File: src/rtl/ram_arb_pkg.sv
// ram_arb_pkg: shared definitions for the two-port RAM arbiter.
//   - arb_state_e : FSM encoding (free arbitration / locked to port 0 / locked to port 1)
//   - AW_DEF, DW_DEF, DEPTH_DEF : default address width, data width, implemented words
//   - PORT0, PORT1 : port index constants used to select bits of two-bit vectors
package ram_arb_pkg;

    localparam int AW_DEF    = 6;
    localparam int DW_DEF    = 32;
    localparam int DEPTH_DEF = 32;

    localparam logic PORT0 = 1'b0;
    localparam logic PORT1 = 1'b1;

    typedef enum logic [1:0] {
        ARB   = 2'd0,
        LOCK0 = 2'd1,
        LOCK1 = 2'd2
    } arb_state_e;

endpackage

File: src/rtl/ram_arbiter_if.sv
// ram_arbiter_if: bundle of the two requester ports and the RAM-side bus.
//   Requester k : reqk, wek, lockk, addrk, wdatak -> arbiter; gntk, rvalidk, errk <- arbiter
//   Shared      : rdata <- arbiter
//   RAM side    : ram_writeOn, ram_address, ram_data_in <- arbiter; ram_data_out -> arbiter
// Modport slave is the arbiter's view; master is the view of everything around it.
interface ram_arbiter_if #(
    parameter int AW = 6,
    parameter int DW = 32
);
    logic          req0;
    logic          req1;
    logic          we0;
    logic          we1;
    logic          lock0;
    logic          lock1;
    logic [AW-1:0] addr0;
    logic [AW-1:0] addr1;
    logic [DW-1:0] wdata0;
    logic [DW-1:0] wdata1;
    logic          gnt0;
    logic          gnt1;
    logic          rvalid0;
    logic          rvalid1;
    logic [DW-1:0] rdata;
    logic          err0;
    logic          err1;
    logic          ram_writeOn;
    logic [AW-1:0] ram_address;
    logic [DW-1:0] ram_data_in;
    logic [DW-1:0] ram_data_out;

    modport slave (
        input  req0, req1, we0, we1, lock0, lock1, addr0, addr1, wdata0, wdata1,
        input  ram_data_out,
        output gnt0, gnt1, rvalid0, rvalid1, rdata, err0, err1,
        output ram_writeOn, ram_address, ram_data_in
    );

    modport master (
        output req0, req1, we0, we1, lock0, lock1, addr0, addr1, wdata0, wdata1,
        output ram_data_out,
        input  gnt0, gnt1, rvalid0, rvalid1, rdata, err0, err1,
        input  ram_writeOn, ram_address, ram_data_in
    );
endinterface

File: src/rtl/ram_arbiter_rr_arb2.sv
// rr_arb2: two-request round-robin picker.
//   clk, rst : clock and synchronous active-high reset
//   req      : request per port
//   lock     : lock request per port (only used to detect the end of a locked burst)
//   state    : arbiter FSM state; a LOCKk state overrides round-robin in favour of port k
//   gnt      : one-hot (or zero) grant, gated off while rst is high
module rr_arb2
    import ram_arb_pkg::*;
(
    input  logic       clk,
    input  logic       rst,
    input  logic [1:0] req,
    input  logic [1:0] lock,
    input  arb_state_e state,
    output logic [1:0] gnt
);

    logic prio_r;   // port favoured when both request in ARB

    // Grant selection: round-robin in ARB, owner-only while locked.
    always_comb begin
        gnt = 2'b00;
        if (rst) begin
            gnt = 2'b00;
        end else begin
            case (state)
                ARB: begin
                    if (req == 2'b11) begin
                        gnt = prio_r ? 2'b10 : 2'b01;
                    end else begin
                        gnt = req;
                    end
                end
                LOCK0:   gnt = {1'b0, req[PORT0]};
                LOCK1:   gnt = {req[PORT1], 1'b0};
                default: gnt = 2'b00;
            endcase
        end
    end

    // Priority register: hand priority to the other port after an ARB grant or a lock release.
    always_ff @(posedge clk) begin
        if (rst) begin
            prio_r <= 1'b0;
        end else begin
            case (state)
                ARB: begin
                    if (gnt[PORT0]) begin
                        prio_r <= PORT1;
                    end else if (gnt[PORT1]) begin
                        prio_r <= PORT0;
                    end else begin
                        prio_r <= prio_r;
                    end
                end
                LOCK0: begin
                    if (!req[PORT0] || !lock[PORT0]) begin
                        prio_r <= PORT1;
                    end else begin
                        prio_r <= prio_r;
                    end
                end
                LOCK1: begin
                    if (!req[PORT1] || !lock[PORT1]) begin
                        prio_r <= PORT0;
                    end else begin
                        prio_r <= prio_r;
                    end
                end
                default: prio_r <= 1'b0;
            endcase
        end
    end

endmodule

File: src/rtl/ram_arbiter.sv
// ram_arbiter: two-requester controller for a synchronous single-port RAM.
//   clk, rst : single clock, synchronous active-high reset
//   bus      : ram_arbiter_if.slave carrying both requester ports and the RAM bus
// Grants are combinational (the RAM samples address/data on the same edge); read
// valid, error pulses and the out-of-range read flag are registered one cycle later.
module ram_arbiter
    import ram_arb_pkg::*;
#(
    parameter int AW    = AW_DEF,
    parameter int DW    = DW_DEF,
    parameter int DEPTH = DEPTH_DEF
) (
    input  logic          clk,
    input  logic          rst,
    ram_arbiter_if.slave  bus
);

    localparam logic [AW:0] DEPTH_W = (AW+1)'(DEPTH);

    arb_state_e state_r;
    arb_state_e state_nxt;
    logic [1:0] gnt;
    logic       oor0;
    logic       oor1;
    logic [1:0] rvalid_r;
    logic [1:0] err_r;
    logic       rd_oor_r;   // the read now being returned was out of range
    logic       rvalid_any;

    assign oor0 = ({1'b0, bus.addr0} >= DEPTH_W);
    assign oor1 = ({1'b0, bus.addr1} >= DEPTH_W);

    rr_arb2 u_rr_arb2 (
        .clk   (clk),
        .rst   (rst),
        .req   ({bus.req1, bus.req0}),
        .lock  ({bus.lock1, bus.lock0}),
        .state (state_r),
        .gnt   (gnt)
    );

    assign bus.gnt0 = gnt[PORT0];
    assign bus.gnt1 = gnt[PORT1];

    // FSM state register.
    always_ff @(posedge clk) begin
        if (rst) begin
            state_r <= ARB;
        end else begin
            state_r <= state_nxt;
        end
    end

    // FSM next state: enter a lock on a locked grant, leave it when the owner stops requesting or locking.
    always_comb begin
        state_nxt = state_r;
        case (state_r)
            ARB: begin
                if (gnt[PORT0] && bus.lock0) begin
                    state_nxt = LOCK0;
                end else if (gnt[PORT1] && bus.lock1) begin
                    state_nxt = LOCK1;
                end else begin
                    state_nxt = ARB;
                end
            end
            LOCK0: begin
                if (!bus.req0 || !bus.lock0) begin
                    state_nxt = ARB;
                end else begin
                    state_nxt = LOCK0;
                end
            end
            LOCK1: begin
                if (!bus.req1 || !bus.lock1) begin
                    state_nxt = ARB;
                end else begin
                    state_nxt = LOCK1;
                end
            end
            default: state_nxt = ARB;
        endcase
    end

    // FSM outputs: RAM mux; out-of-range writes never reach the RAM.
    always_comb begin
        bus.ram_writeOn = 1'b0;
        bus.ram_address = {AW{1'b0}};
        bus.ram_data_in = {DW{1'b0}};
        if (gnt[PORT0]) begin
            bus.ram_writeOn = bus.we0 && !oor0;
            bus.ram_address = bus.addr0;
            bus.ram_data_in = bus.wdata0;
        end else if (gnt[PORT1]) begin
            bus.ram_writeOn = bus.we1 && !oor1;
            bus.ram_address = bus.addr1;
            bus.ram_data_in = bus.wdata1;
        end else begin
            bus.ram_writeOn = 1'b0;
            bus.ram_address = {AW{1'b0}};
            bus.ram_data_in = {DW{1'b0}};
        end
    end

    // Response pipeline: read valid, error pulse and out-of-range read flag, one cycle after the grant.
    always_ff @(posedge clk) begin
        if (rst) begin
            rvalid_r <= 2'b00;
            err_r    <= 2'b00;
            rd_oor_r <= 1'b0;
        end else begin
            rvalid_r <= {gnt[PORT1] && !bus.we1, gnt[PORT0] && !bus.we0};
            err_r    <= {gnt[PORT1] && oor1, gnt[PORT0] && oor0};
            rd_oor_r <= (gnt[PORT0] && !bus.we0 && oor0) || (gnt[PORT1] && !bus.we1 && oor1);
        end
    end

    // A response registered just before reset rises is dropped while rst is high.
    assign bus.rvalid0 = rvalid_r[PORT0] && !rst;
    assign bus.rvalid1 = rvalid_r[PORT1] && !rst;
    assign bus.err0    = err_r[PORT0] && !rst;
    assign bus.err1    = err_r[PORT1] && !rst;
    assign rvalid_any  = bus.rvalid0 || bus.rvalid1;

    // Shared read data: RAM output only for a valid in-range read, zero otherwise.
    always_comb begin
        bus.rdata = {DW{1'b0}};
        if (rvalid_any && !rd_oor_r) begin
            bus.rdata = bus.ram_data_out;
        end else begin
            bus.rdata = {DW{1'b0}};
        end
    end

endmodule

File: src/flat_wrapper.sv
// flat-port wrapper written by rule: the top's interface ports become plain ports
module ram_arbiter_flat import ram_arb_pkg::*;
#(
    parameter int AW    = AW_DEF,
    parameter int DW    = DW_DEF,
    parameter int DEPTH = DEPTH_DEF
)
  (clk, rst, bus_req0, bus_req1, bus_we0, bus_we1, bus_lock0, bus_lock1, bus_addr0, bus_addr1, bus_wdata0, bus_wdata1, bus_ram_data_out, bus_gnt0, bus_gnt1, bus_rvalid0, bus_rvalid1, bus_rdata, bus_err0, bus_err1, bus_ram_writeOn, bus_ram_address, bus_ram_data_in);
  ram_arbiter_if #(.AW(AW), .DW(DW)) bus_i ();
  input  logic clk;
  input  logic rst;
  input wire logic [$bits(bus_i.req0)-1:0] bus_req0;
  input wire logic [$bits(bus_i.req1)-1:0] bus_req1;
  input wire logic [$bits(bus_i.we0)-1:0] bus_we0;
  input wire logic [$bits(bus_i.we1)-1:0] bus_we1;
  input wire logic [$bits(bus_i.lock0)-1:0] bus_lock0;
  input wire logic [$bits(bus_i.lock1)-1:0] bus_lock1;
  input wire logic [$bits(bus_i.addr0)-1:0] bus_addr0;
  input wire logic [$bits(bus_i.addr1)-1:0] bus_addr1;
  input wire logic [$bits(bus_i.wdata0)-1:0] bus_wdata0;
  input wire logic [$bits(bus_i.wdata1)-1:0] bus_wdata1;
  input wire logic [$bits(bus_i.ram_data_out)-1:0] bus_ram_data_out;
  output wire logic [$bits(bus_i.gnt0)-1:0] bus_gnt0;
  output wire logic [$bits(bus_i.gnt1)-1:0] bus_gnt1;
  output wire logic [$bits(bus_i.rvalid0)-1:0] bus_rvalid0;
  output wire logic [$bits(bus_i.rvalid1)-1:0] bus_rvalid1;
  output wire logic [$bits(bus_i.rdata)-1:0] bus_rdata;
  output wire logic [$bits(bus_i.err0)-1:0] bus_err0;
  output wire logic [$bits(bus_i.err1)-1:0] bus_err1;
  output wire logic [$bits(bus_i.ram_writeOn)-1:0] bus_ram_writeOn;
  output wire logic [$bits(bus_i.ram_address)-1:0] bus_ram_address;
  output wire logic [$bits(bus_i.ram_data_in)-1:0] bus_ram_data_in;
  assign bus_i.req0 = bus_req0;
  assign bus_i.req1 = bus_req1;
  assign bus_i.we0 = bus_we0;
  assign bus_i.we1 = bus_we1;
  assign bus_i.lock0 = bus_lock0;
  assign bus_i.lock1 = bus_lock1;
  assign bus_i.addr0 = bus_addr0;
  assign bus_i.addr1 = bus_addr1;
  assign bus_i.wdata0 = bus_wdata0;
  assign bus_i.wdata1 = bus_wdata1;
  assign bus_i.ram_data_out = bus_ram_data_out;
  assign bus_gnt0 = bus_i.gnt0;
  assign bus_gnt1 = bus_i.gnt1;
  assign bus_rvalid0 = bus_i.rvalid0;
  assign bus_rvalid1 = bus_i.rvalid1;
  assign bus_rdata = bus_i.rdata;
  assign bus_err0 = bus_i.err0;
  assign bus_err1 = bus_i.err1;
  assign bus_ram_writeOn = bus_i.ram_writeOn;
  assign bus_ram_address = bus_i.ram_address;
  assign bus_ram_data_in = bus_i.ram_data_in;
  ram_arbiter #(.AW(AW), .DW(DW), .DEPTH(DEPTH)) u_core (.clk(clk), .rst(rst), .bus(bus_i));
endmodule
File: config.mk
export PLATFORM = sky130hd
export DESIGN_NAME = ram_arbiter_flat
export DESIGN_NICKNAME = d
export VERILOG_FILES = /design/src/rtl/ram_arb_pkg.sv /design/src/rtl/ram_arbiter_if.sv /design/src/rtl/ram_arbiter_rr_arb2.sv /design/src/rtl/ram_arbiter.sv /design/src/flat_wrapper.sv
export SDC_FILE = /design/constraint.sdc
export NUM_CORES = 1
export LEC_CHECK = 0
export BUFFER_PORTS_ARGS = -buffer_cell sky130_fd_sc_hd__buf_2
export CORE_AREA = 2 2 75 77
export CTS_CLUSTER_DIAMETER = 60
export CTS_CLUSTER_SIZE = 16
export DETAILED_ROUTE_END_ITERATION = 7
export DIE_AREA = 0 0 77 79
export PLACE_DENSITY = 0.62
export SLEW_MARGIN = 20
export SYNTH_ARGS = -nofsm -noshare
export SYNTH_HDL_FRONTEND = slang
export SYNTH_SLANG_ARGS = --single-unit
File: constraint.sdc
create_clock -name clk -period 4.2 [get_ports clk]
set_clock_uncertainty 0.2 [all_clocks]
set_input_delay 1.26 -clock clk [delete_from_list [all_inputs] [get_ports clk]]
set_output_delay 1.26 -clock clk [all_outputs]
set_load 0.05 [all_outputs]
; ---- After elaboration in Yosys (flattened, before gate mapping)
; Cells that the tools add are included.
; Widths: inputs -> output; s select.
[word_totals]
out_inout_bits = 77
regBits = 8
input_bits = 116
word_cells = 65
[op_classes]
n_reduce_logical = 31
n_eq_ne = 6
mux = 21
n_lt_le_gt_ge = 2
[ops]
columns = op, count
row1 = $mux 32, 3
row2 = $logic_and 1x1->1, 15
row3 = $ge 6x6->1 const B, 2
row4 = $mux 2, 6
row5 = $mux 6, 2
row6 = $pmux 2 s3, 2
row7 = $logic_not 1->1, 10
row8 = $mux 1, 7
row9 = $eq 2x2->1 const B, 2
row10 = $logic_or 1x1->1, 4
row11 = $ne 2x1->1 const B, 2
row12 = $ne 3x1->1 const B, 1
row13 = $pmux 1 s3, 1
row14 = $reduce_and 3->1, 1
row15 = $eq 2x1->1 const B, 1
row16 = $logic_not 2->1, 1

; ---- Depth between registers and ports, before layout
; Gate-level depths: netlist of the first run.
[depth]
ltp_word = 8
mapped_depth = 5
mapped_depth_nobuf = 3

; ---- By module
; From an unflattened synthesis of the first run, not the netlist that was laid out.
[hier_totals]
hier_cells = 132
area_unflattened_um2 = 1082.3
[modules_own_cells]
columns = module, seq_area_each_um2, cells_per_inst, instances, area_each_um2
row1 = ram_arbiter, 140.1, 117, 1, 954.7
row2 = rr_arb2, 20.0, 15, 1, 127.6

; ---- Worst setup path after synthesis of the first run
; No wires, ideal clock.
[synth_timing]
path_kind = input to output
startpoint = input rst
endpoint = output bus_ram_data_in[25]
path_slack_ps = 134
path_buffers = 2
required_time_ps = 2740
arrival_ps = 2606
stages = 4
cell_sequence = buf_4 nor4b_4 buf_6 a22o_1
[synth_via]
elab_cells_between_ends = 3
cone_classes = mux: 3
[synth_rtl]
columns = item, line
row1 = start: declaration, flat_wrapper.sv:11  ; input logic rst;
row2 = $mux 2, ram_arbiter_rr_arb2.sv:23  ; if (rst) begin
row3 = net bus_gnt0, flat_wrapper.sv:23  ; output wire logic [$bits(bus_i.gnt0)-1:0] bus_gnt0;
row4 = $mux 32, ram_arbiter.sv:90  ; if (gnt[PORT0]) begin
row5 = end: declaration, flat_wrapper.sv:32  ; output wire logic [$bits(bus_i.ram_data_in)-1:0] bus_ram_data_in;
; The timed path passes the listed nets, and every way through them passes these cells.

; ---- Worst setup path in the final report of the first run
[layout_timing]
startpoint = input bus_req1
endpoint = output bus_ram_data_in[12]
[layout_via]
elab_chain_cells = 6
[layout_rtl]
columns = item, line
row1 = start: declaration, flat_wrapper.sv:13  ; input wire logic [$bits(bus_i.req1)-1:0] bus_req1;
row2 = $eq 2x2->1, ram_arbiter_rr_arb2.sv:28  ; if (req == 2'b11) begin
row3 = $mux 2, ram_arbiter_rr_arb2.sv:28
row4 = $pmux 2 s3 *, ram_arbiter_rr_arb2.sv:26  ; case (state)
row5 = $mux 2 *, ram_arbiter_rr_arb2.sv:23
row6 = $mux 32, ram_arbiter.sv:94  ; end else if (gnt[PORT1]) begin
row7 = $mux 32 *, ram_arbiter.sv:90
; Mark *: on every way between the ends. The rest lies on a longest branch, timed or not.

==> run_results.csv, run 1 <==
group,metric,value,unit
die,core,5340,µm²
finish,drive_above_1_share,0.670,
clock_network,cts_buffer_depth,2,
logic_synthesis,yosysUniqueCellTypes,27,
setup_path,cp-end-kind,"output pin",
timing,fin_tns_setup,0,ns
logic_synthesis,async_flop_share,0,
clock_network,cts-resized-gates,0,
finish,num-fill-cells,542,
logic_synthesis,syn-instance-count,124,
power_and_ir_drop,p_leak,0.00134,µW
clock_network,cts_tree,"yes",
clock_network,root_buffer,"clkbuf_8",
status,outcome,"finished clean",
clock_network,clk_latency,0.23,ns
clock_network,clkTransAtPathRegs,0.04,ns
logic_synthesis,yosysWarnings,0,
global_route,grt_usage,0.128,
finish,nets,430,
clock_network,htree_levels,1,
finish,syn2layout_area_growth,95.1,%
placement,dp_slack,0.116,ns
timing,drv_slew,0,
power_and_ir_drop,vdd_ir_drop_max,0.0765,mV
timing,period_minus_slack,4.07,ns
timing,grt_setup_unrepaired,"false",
timing,fin_hold_ws,0.312,ns
die,io_pins,193,
setup_path,critPathMaxFanout,30,
placement,place_congestion,0.776,
power_and_ir_drop,p_per_area,223,nW/µm²
timing,fin_crit_sh,0.969,
die,die_x,77,µm
timing,worst_slew_pin_slew,0.436,ns
timing,max_freq,246,MHz
route,drt-initial-drc-count,45,
logic_synthesis,yosys.area.top_type_share,0.278,
flow_run,maxCapViolCount,0,
timing,setup_viol,0,
placement,dp.cells,381,
finish,num_antenna_cells,0,
clock_network,cts_buffers,3,
route,avgRoutedWirePerCell,11.5,µm
route,num_vias,1696,
setup_path,startpoint_type,"input pin",
route,drtAntennaViolNets,0,
die,num_rows,27,
clock_network,cts_sinks,8,
logic_synthesis,synth_area_per_cell,8.89,µm²
global_route,grt_pass1_wl,6420,µm
logic_synthesis,ys_ff_latch,8,
clock_network,cts_setup_buffers,0,
setup_path,crit_arrival,2.61,ns
setup_path,critical_path_class,"input pin to output pin",
logic_synthesis,syn_nets,240,
route,viasPerCell,4.42,
clock_network,postCtsHoldBufs,0,
die,die_area,6080,µm²
logic_synthesis,synth.largest_area_cell,"a22o_1",
timing,timing.slew.headroom,0.706,
die,die_height,79,µm
logic_synthesis,synth.area.top_cells,"a22o_1 28%, and2_1 20%, dfxtp_1 15%",
global_route,grt_start_max_net_pins,44,
timing,setup_ws,0.129,ns
timing,hold_viol,0,
logic_synthesis,synthFlopType,"dfxtp_1",
route,drc,0,
route,firstDrtPassIters,4,
global_route,grt_antenna_before_repair,0,
finish,fin_cells,384,
hold_path,min_path_type,"flop to flop",
placement,hpwlAfterDp,3710,µm
setup_path,cp.required,2.74,ns
global_route,grt-ovfl-total,0,
global_route,grt_pass1_vias,1468,
logic_synthesis,ys_seq_area_frac,0.145,
logic_synthesis,synth_area,1100,µm²
route,wl,4420,µm
logic_synthesis,synth_edf_count,0,
die,initial_core_util,0.207,
placement,io_buffers,192,
## power breakdown
| group | internal (µW) | switching, µW |
|---|---|---|
| clock network | 62.2 | 31.5 |
| registers | 80.1 | 2.88 |
| logic | 106 | 197 |
## layer usage
layer,vias up,part of all wire,GRT usage
met3,4,0.13,0.0330
met4,0,0.010,0.0429
met1,736,0.34,0.128
met2,118,0.52,0.256
li1,838,-,-
met5,-,0,0
## flip-flops by register name, summed over array words and instances, names as in the netlist
register / cells
u_core.rvalid_r: 2
u_core.rd_oor_r: 1
u_core.u_rr_arb2.prio_r: 1
u_core.state_r: 2
u_core.err_r: 2
## layout by cell type (no fill, tap or decap)
| cell type | count |
|---|---|
| a21boi_0 | 1 |
| and3b_1 | 1 |
| nand4b_1 | 2 |
| buf_12 | 3 |
| a31o_2 | 1 |
| and2_1 | 36 |
| or3b_1 | 2 |
| o2111a_1 | 1 |
| a22o_1 | 35 |
| buf_2 | 192 |
| o311ai_0 | 1 |
| nor4b_1 | 1 |
| mux2i_1 | 1 |
| o21ba_2 | 1 |
| nor3_2 | 1 |
| inv_1 | 2 |
| clkbuf_8 | 3 |
| o21ai_0 | 1 |
| a22o_4 | 3 |
| dfxtp_1 | 8 |
| nor4b_4 | 1 |
| nor2b_1 | 5 |
| nor2_1 | 4 |
| a32o_1 | 1 |
| nand2b_1 | 1 |
| buf_4 | 3 |
| nor2b_4 | 1 |
## per-stage QoR
step / instance area [µm²] / utilization / power (µW)
final: 2150 / 0.403 / 479
after global routing: 2150 / 0.403 / 504
after CTS: 2150 / 0.403 / 484
after detailed placement: 2110 / 0.395 / 388
after global placement: 2110 / 0.395 / 387
after floorplan: 1100 / - / 295
## Yosys cell counts, types with 2 or more instances
| library cell | instances |
|---|---|
| inv_1 | 2 |
| a22o_4 | 3 |
| dfxtp_1 | 8 |
| or3b_1 | 2 |
| and2_1 | 36 |
| nor2_1 | 4 |
| nand4b_1 | 2 |
| clkbuf_1 | 3 |
| a22o_1 | 35 |
| buf_6 | 6 |
| nor2b_1 | 5 |
| buf_8 | 3 |
## layout make-up
class	instances	area, µm²	area share
multi-input combinational	101	808	0.376
inverter	2	7.51	0.00349
sequential	8	160	0.0745
clock buffer	3	41.3	0.0192
timing repair buffer	198	1040	0.485
tap	72	90.1	0.0419
## critical path, cell delays in order
cell	delay, ns
buf_2	0.13
or3b_1	0.42
nor2b_4	0.17
buf_12	0.19
a22o_1	0.17
buf_2	0.26
## logic make-up (layout without fill, tap and decap cells)
family	after synthesis	in the layout	share of synthesized area
buf+inv	15	203	0.126
compound gates	45	45	0.381
flops	8	8	0.145
simple gates	55	55	0.338
mux	1	1	0.00908
## final timing paths
check / from / end / slack, ns / depth (start not counted)
min reg2reg: u_core.u_rr_arb2.prio_r / u_core.u_rr_arb2.prio_r / 0.31 / 2
max reg2reg: u_core.state_r[0] / u_core.rd_oor_r / 2.61 / 4
max: bus_req1 / bus_ram_data_in[12] / 0.13 / 6
min: u_core.u_rr_arb2.prio_r / u_core.u_rr_arb2.prio_r / 0.31 / 2
No activity file was read; power rests on OpenSTA's default activity.
==> inputs of run 2 (changes only) <==
Settings changed: GPL_TIMING_DRIVEN set to 0.
==> run_results.csv, run 2 (synthesis results as in run 1) <==
group,metric,value,unit
status,outcome,"finished clean",
finish,fin_cells,393,
route,top_layer,"met4",
route,firstDrtPassIters,4,
timing,setup_viol,0,
die,die_height,79,µm
finish,syn2layout_area_growth,102,%
die,initial_core_util,0.207,
clock_network,htree_levels,1,
global_route,grt_start_max_net_pins,11,
setup_path,startpoint_type,"input pin",
die,io_pins,193,
finish,final_common_cell,"buf_2",
timing,setup_ws,0.0717,ns
placement,hpwlAfterDp,3900,µm
clock_network,clkTransAtPathRegs,0.04,ns
timing,drv_slew,0,
flow_run,maxCapViolCount,0,
die,num_rows,27,
setup_path,cp_slowest_cell,"or3b_1",
die,die_x,77,µm
route,drtAntennaViolNets,0,
timing,hold_viol,0,
placement,dp.cells,388,
placement,placed_area,2150,µm²
global_route,grt_antenna_before_repair,0,
clock_network,clk_latency,0.23,ns
die,core,5340,µm²
setup_path,crit_arrival,2.67,ns
hold_path,worstHoldStart,"u_core.u_rr_arb2.prio_r",
timing,period_minus_slack,4.13,ns
clock_network,root_buffer,"clkbuf_8",
placement,place_congestion,0.739,
setup_path,max_stage_delay,0.41,ns
finish,final_cell_area,2220,µm²
global_route,grt_pass1_vias,1585,
route,num_vias,1710,
clock_network,cts_buffer_depth,2,
clock_network,cts_tree,"yes",
setup_path,cp.required,2.74,ns
global_route,grt-ovfl-total,0,
die,die_area,6080,µm²
clock_network,cts_buffers,3,
power_and_ir_drop,p_per_area,219,nW/µm²
global_route,grt_usage,0.138,
power_and_ir_drop,vdd_ir_drop_max,0.0847,mV
power_and_ir_drop,p_leak,0.00137,µW
setup_path,crit_start,"bus_req0",
timing,timing.slew.headroom,0.697,
placement,io_buffers,192,
clock_network,postCtsHoldBufs,0,
route,wl_met2,2280,µm
finish,drive_above_1_share,0.670,
setup_path,cp-end-kind,"output pin",
route,viasPerCell,4.35,
setup_path,critical_path_class,"input pin to output pin",
setup_path,cp_cell_sequence,"buf_2 > or3b_1 > nor2b_4 > buf_6 > buf_8 > a22o_1 > clkbuf_4",
setup_path,r2r_start,"u_core.state_r[1]",
route,wl,4580,µm
timing,fin_hold_ws,0.305,ns
finish,num_antenna_cells,0,
timing,fin_crit_sh,0.983,
finish,nets,439,
timing,fin_tns_setup,0,ns
timing,worst_slew_pin_slew,0.449,ns
placement,dp_slack,-0.125,ns
route,drc,0,
route,avgRoutedWirePerCell,11.6,µm
timing,max_freq,242,MHz
route,wl_met1,1650,µm
finish,reg_top3,"u_core.err_r (2), u_core.rvalid_r (2), u_core.state_r (2)",
route,drt-initial-drc-count,20,
clock_network,cts_sinks,8,
setup_path,critPathMaxFanout,10,
global_route,grt_pass1_wl,6930,µm
timing,grt_setup_unrepaired,"false",
finish,layout_common_cells,"189 x buf_2, 36 x and2_1, 35 x a22o_1",
finish,num-fill-cells,584,
route,wl_met3,595,µm
hold_path,min_path_type,"flop to flop",
-- run 2: path summary, 6_finish.rpt --
check	endpoint	cells after the start	slack [ns]
hold reg to reg	u_core.u_rr_arb2.prio_r	2	0.31
setup reg to reg	u_core.err_r[1]	5	2.51
setup / recovery	bus_ram_data_in[6]	7	0.07
hold / removal	u_core.u_rr_arb2.prio_r	2	0.31
-- run 2: layout make-up --
type                            instances  area, µm²  share of cell area
Sequential cell                         8        160              0.0721
Multi-Input combinational cell        101        808               0.364
Tap cell                               72       90.1              0.0405
Buffer                                 13        131              0.0591
Clock buffer                            3       41.3              0.0186
Timing Repair Buffer                  194        983               0.443
Inverter                                2       7.51             0.00338
-- run 2: where the power goes --
part           internal [µW]  switching, µW  total (µW)
logic                    112            199         311
clock network           62.2           31.6        93.8
registers               80.1           2.86        83.0
total                    254            233         487
-- run 2: critical path: cells and delay by family --
family	cells	cell delay, ns
compound gates	1	0.24
buf+inv	4	0.60
simple gates	2	0.56
-- run 2: metrics by stage --
stage / total power [µW] / utilization
floorplan: 295 / -
global placement: 393 / 0.403
detailed placement: 394 / 0.403
global route: 514 / 0.416
finish: 487 / 0.416
CTS: 491 / 0.415
-- run 2: routing by layer --
metal | vias to the layer above | global-route usage
met1 | 729 | 0.138
met4 | 0 | 0.0482
met2 | 117 | 0.275
li1 | 859 | -
met3 | 5 | 0.0364
met5 | - | 0
-- run 2: timing repair --
action / in CTS / in global routing
buffers inserted: 2 / 0
gates resized for setup: 1 / 3
pin swaps: 1 / 0
setup endpoints to repair: 42 / 3
hold endpoints to repair: 0 / 0
==> inputs of run 3 (changes only) <==
Settings changed: PLACE_DENSITY 0.62 to 0.61.
==> run_results.csv, run 3 (synthesis results as in run 1) <==
group,metric,value,unit
status,outcome,"finished clean",
die,initial_core_util,0.207,
power_and_ir_drop,power_frac_clock,0.189,
clock_network,cts_buffer_depth,2,
setup_path,cp_cell_sequence,"buf_2 > or3b_1 > nor2b_4 > buf_6 > buf_8 > a22o_4 > buf_2",
power_and_ir_drop,p_sw,231,µW
clock_network,cts_sinks,8,
global_route,grt_usage,0.141,
die,io_pins,193,
setup_path,startpoint_type,"input pin",
global_route,grt-ovfl-total,0,
finish,reg_top3,"u_core.err_r (2), u_core.rvalid_r (2), u_core.state_r (2)",
clock_network,postCtsHoldBufs,0,
timing,grt_setup_unrepaired,"false",
global_route,grt_antenna_before_repair,0,
setup_path,max_stage_delay,0.41,ns
route,avgRoutedWirePerCell,11.8,µm
setup_path,r2r-end,"u_core.err_r[1]",
finish,drive_above_1_share,0.673,
timing,setup_viol,0,
setup_path,critical_path_class,"input pin to output pin",
setup_path,path_common_cell,"buf_2",
setup_path,crit_arrival,2.66,ns
die,num_rows,27,
timing,hold_viol,0,
setup_path,rrSetupSlack,2.51,ns
global_route,grt_pass1_vias,1556,
power_and_ir_drop,combPwrFrac,0.640,
placement,dp_slack,-0.110,ns
die,die_area,6080,µm²
flow_run,maxCapViolCount,0,
placement,io_buffers,192,
global_route,grt_pass1_wl,7060,µm
timing,max_freq,243,MHz
power_and_ir_drop,swShare,0.477,
route,num_vias,1715,
setup_path,critPathMaxFanout,10,
timing,fin_crit_sh,0.981,
setup_path,cp_slowest_cell,"or3b_1",
route,drc,0,
route,wl,4640,µm
power_and_ir_drop,vdd_ir_drop_max,0.0768,mV
setup_path,r2r_cells,5,
setup_path,endpoint,"bus_ram_address[1]",
power_and_ir_drop,p_total,484,µW
setup_path,cp-end-kind,"output pin",
finish,nets,439,
finish,syn2layout_area_growth,101,%
setup_path,cp.buffers_inverters,4,
timing,worst_slew_pin_slew,0.416,ns
clock_network,root_buffer,"clkbuf_8",
die,die_x,77,µm
clock_network,cts_tree,"yes",
timing,setup_ws,0.0794,ns
setup_path,path_depth,7,
die,die_height,79,µm
clock_network,htree_levels,1,
placement,place_congestion,0.744,
placement,hpwlAfterDp,4010,µm
route,firstDrtPassIters,3,
route,drt-initial-drc-count,28,
setup_path,crit_start,"bus_req0",
finish,layout_common_cells,"192 x buf_2, 36 x and2_1, 35 x a22o_1",
die,core,5340,µm²
route,drtAntennaViolNets,0,
clock_network,clkTransAtPathRegs,0.04,ns
global_route,grt_start_max_net_pins,11,
timing,drv_slew,0,
setup_path,cp_top_family,"buffers and inverters",
hold_path,min_path_type,"flop to flop",
power_and_ir_drop,p_per_area,218,nW/µm²
setup_path,r2r_start,"u_core.state_r[1]",
finish,num_antenna_cells,0,
clock_network,clk_latency,0.23,ns
timing,timing.slew.headroom,0.719,
finish,final_common_cell,"buf_2",
power_and_ir_drop,power_frac_seq,0.171,
timing,fin_hold_ws,0.303,ns
hold_path,hold_depth,2,
setup_path,cp.required,2.74,ns
power_and_ir_drop,p_leak,0.00138,µW
clock_network,cts_buffers,3,
timing,period_minus_slack,4.12,ns
route,viasPerCell,4.36,
power_and_ir_drop,intPower,253,µW
[run 3: cell count changes in the layout (fill, tap and decap cells not counted)]
| cell | before | now |
|---|---|---|
| clkbuf_1 | 3 | 2 |
| clkbuf_4 | 3 | 0 |
| buf_2 | 189 | 192 |
| clkbuf_2 | 0 | 1 |
[run 3: final cells by class]
class,instances,area (µm²)
plain buffers,13,133
clock buffers,3,41.3
fillers,561,3120
inverters,2,7.51
multi-input cells,101,808
flip-flops and latches,8,160
well taps,72,90.1
repair buffers,194,976
[run 3: repair_timing]
action                                 in CTS  in global routing
setup endpoints to repair                  47                  1
endpoints found under the hold margin       0                  0
resized for setup                           1                  2
pin swaps                                   1                  0
buffers inserted                            2                  0
[run 3: power by group through the flow]
| stage | logic [µW] | clock network [µW] | registers (µW) |
|---|---|---|---|
| 2_1_floorplan | 212 | 0 | 83.4 |
| 6_report | 310 | 91.3 | 82.9 |
| 5_1_grt | 328 | 98.3 | 83.4 |
| 3_5_place_dp | 309 | 0 | 84.1 |
| 4_1_cts | 312 | 94.0 | 82.8 |
| 3_3_place_gp | 308 | 0 | 84.0 |
[run 3: metal layers]
layer  vias up  GRT usage  share of wire
li1        855          -              -
met1       744      0.141           0.35
met2       114      0.294           0.54
met3         2     0.0216          0.099
met4         0     0.0429         0.0093
met5         -          0              0
[run 3: stage by stage]
stage                      util  TNS, ns  instances  instance area, µm²
after floorplan               -        0        124                1100
after global placement    0.403    -2.80        388                2150
after detailed placement  0.403    -3.65        388                2150
after CTS                 0.415        0        393                2210
after global routing      0.415        0        393                2220
final                     0.415        0        393                2220
[run 3: worst min path at each step]
stage	start	endpoint	slack (ns)
after floorplan	u_core.u_rr_arb2.prio_r	u_core.u_rr_arb2.prio_r	0.27
final	u_core.u_rr_arb2.prio_r	u_core.u_rr_arb2.prio_r	0.30
after CTS	u_core.u_rr_arb2.prio_r	u_core.u_rr_arb2.prio_r	0.30
after detailed placement	u_core.u_rr_arb2.prio_r	u_core.u_rr_arb2.prio_r	0.30
after global placement	u_core.u_rr_arb2.prio_r	u_core.u_rr_arb2.prio_r	0.29
after global routing	u_core.u_rr_arb2.prio_r	u_core.u_rr_arb2.prio_r	0.34
[run 3: tightest hold or removal path, cell delays in order (launching register included)]
cell,delay [ns]
dfxtp_1,0.32
nand2b_1,0.07
mux2i_1,0.06
